[src/rtl/serial_adder_ctrl.sv]
// Bit-serial adder: one full-adder slice (two half adders, carries ORed) is
// sequenced LSB first over WIDTH clocks; the result is published on completion.
module serial_adder_ctrl #(
  parameter int WIDTH = 8
) (
  input  logic             clk,
  input  logic             rst_n,
  input  logic             start,
  input  logic [WIDTH-1:0] a,
  input  logic [WIDTH-1:0] b,
  output logic             busy,
  output logic             done,
  output logic [WIDTH-1:0] sum,
  output logic             cout
);

  localparam int CNT_W = $clog2(WIDTH) + 1;
  localparam logic [CNT_W-1:0] LAST_BIT = CNT_W'(WIDTH - 1);

  typedef enum logic [1:0] {
    S_IDLE,
    S_RUN,
    S_DONE
  } state_t;

  state_t           state;
  logic [WIDTH-1:0] a_sh;
  logic [WIDTH-1:0] b_sh;
  logic [WIDTH-1:0] res;
  logic             carry;
  logic [CNT_W-1:0] cnt;

  logic             ha1_s, ha1_c, ha2_s, ha2_c, slice_c;
  logic [WIDTH-1:0] res_next;

  // Full-adder slice built from two half adders on the current LSBs.
  assign ha1_s    = a_sh[0] ^ b_sh[0];
  assign ha1_c    = a_sh[0] & b_sh[0];
  assign ha2_s    = ha1_s ^ carry;
  assign ha2_c    = ha1_s & carry;
  assign slice_c  = ha1_c | ha2_c;
  assign res_next = {ha2_s, res[WIDTH-1:1]};

  // NOTE: every register here uses non-blocking assignment so all state
  // advances together on the edge, independent of statement order.
  always_ff @(posedge clk or negedge rst_n) begin
    if (!rst_n) begin
      // NOTE: all datapath registers are reset, not just control, so an
      // aborted operation leaves no stale operand or result bits behind.
      state <= S_IDLE;
      a_sh  <= '0;
      b_sh  <= '0;
      res   <= '0;
      carry <= 1'b0;
      cnt   <= '0;
      busy  <= 1'b0;
      done  <= 1'b0;
      sum   <= '0;
      cout  <= 1'b0;
    end else begin
      case (state)
        S_IDLE: begin
          done <= 1'b0;
          if (start) begin
            a_sh  <= a;
            b_sh  <= b;
            carry <= 1'b0;
            cnt   <= '0;
            busy  <= 1'b1;
            state <= S_RUN;
          end
        end
        S_RUN: begin
          a_sh  <= a_sh >> 1;
          b_sh  <= b_sh >> 1;
          carry <= slice_c;
          res   <= res_next;
          cnt   <= cnt + CNT_W'(1);
          // Publish on the edge that consumes the MSB so sum is valid in DONE.
          if (cnt == LAST_BIT) begin
            sum   <= res_next;
            cout  <= slice_c;
            done  <= 1'b1;
            state <= S_DONE;
          end
        end
        S_DONE: begin
          done  <= 1'b0;
          busy  <= 1'b0;
          state <= S_IDLE;
        end
        default: begin
          done  <= 1'b0;
          busy  <= 1'b0;
          state <= S_IDLE;
        end
      endcase
    end
  end

endmodule

[config.mk]
export PLATFORM = sky130hd
export DESIGN_NAME = serial_adder_ctrl
export DESIGN_NICKNAME = d
export VERILOG_FILES = /design/src/rtl/serial_adder_ctrl.sv
export SDC_FILE = /design/constraint.sdc
export NUM_CORES = 1
export LEC_CHECK = 0
export CORE_ASPECT_RATIO = 0.5
export CORE_MARGIN = 1
export CORE_UTILIZATION = 40
export DETAILED_ROUTE_END_ITERATION = 16
export PLACE_DENSITY = 0.59
export SYNTH_ARGS = -nofsm -noshare
export SYNTH_HDL_FRONTEND = slang
export SYNTH_SLANG_ARGS = --single-unit
[constraint.sdc]
create_clock -name clk -period 2.3 [get_ports clk]
set_input_delay 0.23 -clock clk [delete_from_list [all_inputs] [get_ports clk]]
set_output_delay 0.23 -clock clk [all_outputs]
set_load 0.005 [all_outputs]
==> results.txt <==
largest delay contributor family on the critical path - simple AND/OR/NAND/NOR gates
sequential share of power - 42.9%
met2 WL - 1600 microns
first-pass GRT wire length - 6290 microns
register area share after synthesis - 57.0%
cell count after synthesis - 168
clock power share - 18.6%
cells along the critical path - nand2b_1 > nor3_4 > mux2_2
status - completed
detailed placement HPWL - 2450 microns
crit path time final - 1.75 ns
slowest stage cell, crit path - nor3_4
Post-Syn Area - 1800 sq um
setup TNS - 0 ns
largest net degree at the start of global routing - 27
Worst-Margin Slew - 0.493 ns
area share of the largest cell type after synthesis - 57.0%
# IOs - 30
# Post-CTS Setup Buffers - 0
via/cell ratio - 5.19
wl on met1 - 1890 microns
combinational share of power - 38.5%
CTS tree - built
IO buf count - 29
Starting Density - 43.8%
CP arrival - 1.93 ns
synthesis warning total - 0
Clock Skews - 0.0115 ns
Antenna Nets Post-Route - 0
layout cell share with drive strength beyond 1 - 14.1%
die footprint - 4790 sq um
DRC Markers - 0
RSZ-0062 raised after global routing - false
R2R Setup Slk - 0.55 ns
Post-Syn Nets - 189
CTS Sinks - 41
Root Buffer - clkbuf_8
Netlist cell types - 22
n_diodes - 0
Mean Syn Cell Area - 10.7 sq um
CORE AREA - 4100 sq um
crit path buf inv count - 0
vias in the first global route - 1329
initial antenna violation count - 0
crit-path max cell delay - 0.53 ns
routability cong. - 0.744
Detailed Route WL - 3700 microns
die height - 49.4 microns
Setup crit start kind - flop
Std-Cell Rows - 16
final hold violations - 0
routed len/inst - 14.2 microns
clock buffer count from CTS - 5
Net Sw Frac - 34.6%
total power - 2820 uW
grt total ovfl - 0
maximum operating frequency - 0.572 GHz
met3 routed WL - 169 microns
initial DRC count - 54
total internal power - 1840 uW
synth top area cells - dfrtp_1 57%, mux2_2 6.3%, nor2b_1 5.9%
Critical Path RT - 2.48 ns
Max FO, Critical Path - 10
Synth area leader - dfrtp_1
Die X - 96.8 microns
Worst setup EP type - flop
Pleak - 0.00102 uW
Nets - 226
switching power - 978 uW
register bit count reported by yosys - 41
Crit Reg-Reg Startpoint - state[1]$_DFFE_PN0P_
cells on worst reg2reg path - 3
CP Class - reg -> reg
max cap viols - 0
Clk pin slew, worst setup/hold paths - 0.08 ns
routed vias - 1350
P per Cell Area - 1230 nW/um^2
clock buffer depth - 2
Finish-stage setup viols - 0
fin. max-slew vios - 0
Total GRT Usage - 17.0%
hold buffers post-CTS - 1
CP startpoint - state[1]$_DFFE_PN0P_
Hold Crit Class - in -> async
top routing layer used - met4
first drt pass iteration count - 4
reg2reg end - sum[2]$_DFFE_PN0P_
ratio of final minimum period to clock period - 76.0%
post-cts resize count - 0
Max-slew headroom - 67.0%
worst skew pair latency - 0.30 ns
VDD IR max - 0.565 mV
Layout area overhead - 27.1%
Clock H-tree levels - 2
## worst max path at each step
stage                               to  slack [ns]  cells past startpoint
floorplan             cout$_DFFE_PN0P_        0.81                      4
CTS                 sum[5]$_DFFE_PN0P_        0.53                      3
finish              sum[2]$_DFFE_PN0P_        0.55                      3
global placement    sum[6]$_DFFE_PN0P_        0.61                      3
global route        sum[1]$_DFFE_PN0P_        0.46                      3
detailed placement  sum[5]$_DFFE_PN0P_        0.54                      3
## routing by layer
| layer | vias to the layer above | GRT usage, % |
|---|---|---|
| li1 | 657 | - |
| met1 | 660 | 22.3 |
| met2 | 29 | 26.5 |
| met3 | 4 | 5.30 |
| met4 | 0 | 6.72 |
| met5 | - | 0 |
## stage by stage
step / hold WS, ns / cell area [sq um] / utilization (%) / std cells / setup WS (ns)
after floorplan: -0.0656 / 1800 / - / 168 / 0.809
after global placement: 0.152 / 2180 / 53.0 / 251 / 0.613
after detailed placement: 0.154 / 2180 / 53.0 / 251 / 0.540
after CTS: 0.374 / 2290 / 55.7 / 260 / 0.532
after global routing: 0.402 / 2290 / 55.7 / 260 / 0.460
final: 0.370 / 2290 / 55.7 / 260 / 0.552
## Yosys cell counts
master and instances:
buf_2 2, a21oi_1 16, and2_1 1, a22o_1 3, nor2_1 4, o21bai_1 1, mux2_2 10, clkbuf_1 6
nand2b_1 1, dfrtp_1 41, and3b_1 1, buf_6 1, o21ai_0 17, o21a_1 1, nand3_1 1, nor2b_1 17
o31ai_1 1, nand2_1 27, a22oi_1 14, nor3_4 1, fa_1 1, ha_1 1
## area by class of cell
class	instances	area [sq um]
clock buffer	7	96.3
clock inverter	1	5.00
fill	360	1820
multi-input combinational	118	729
sequential	41	1030
tap	54	67.6
timing repair buffer	39	363
## logic make-up (layout without fill, tap and decap cells)
| kind of cell | count (synthesis) | count (layout) | synth area share (%) |
|---|---|---|---|
| simple gates | 53 | 53 | 14.7 |
| mux | 10 | 10 | 6.26 |
| compound gates | 53 | 53 | 17.7 |
| buf+inv | 9 | 47 | 2.43 |
| flops | 41 | 41 | 57.0 |
| fa+ha+maj | 2 | 2 | 1.81 |
## cells in the final DEF, fill, tap and decap left out
cell	n
a22oi_1	14
nor3_4	1
o21ai_0	17
clkinv_2	1
buf_2	1
clkbuf_8	7
ha_1	1
o21a_1	1
o31ai_1	1
nor2b_1	17
mux2_2	10
nor2_1	4
dlygate4sd3_1	1
buf_4	9
nand2_1	27
a22o_1	3
nand3_1	1
and2_1	1
nand2b_1	1
and3b_1	1
dfrtp_1	41
a21oi_1	16
clkdlybuf4s50_1	28
fa_1	1
o21bai_1	1
## power groups by stage
stage | Clock (uW) | Combinational, uW | Sequential, uW
final | 524 | 1090 | 1210
after global routing | 571 | 1210 | 1250
after CTS | 537 | 1110 | 1210
after detailed placement | 0 | 1100 | 1220
after global placement | 0 | 1070 | 1220
after floorplan | 0 | 682 | 1190
## sequential cells by signal, summed over array words and instances, names as in the netlist, 2 cells and up
name and count:
res 7, sum 8, a_sh 8, cnt 4, state 2, b_sh 8
(Power assumes the default switching activity.)
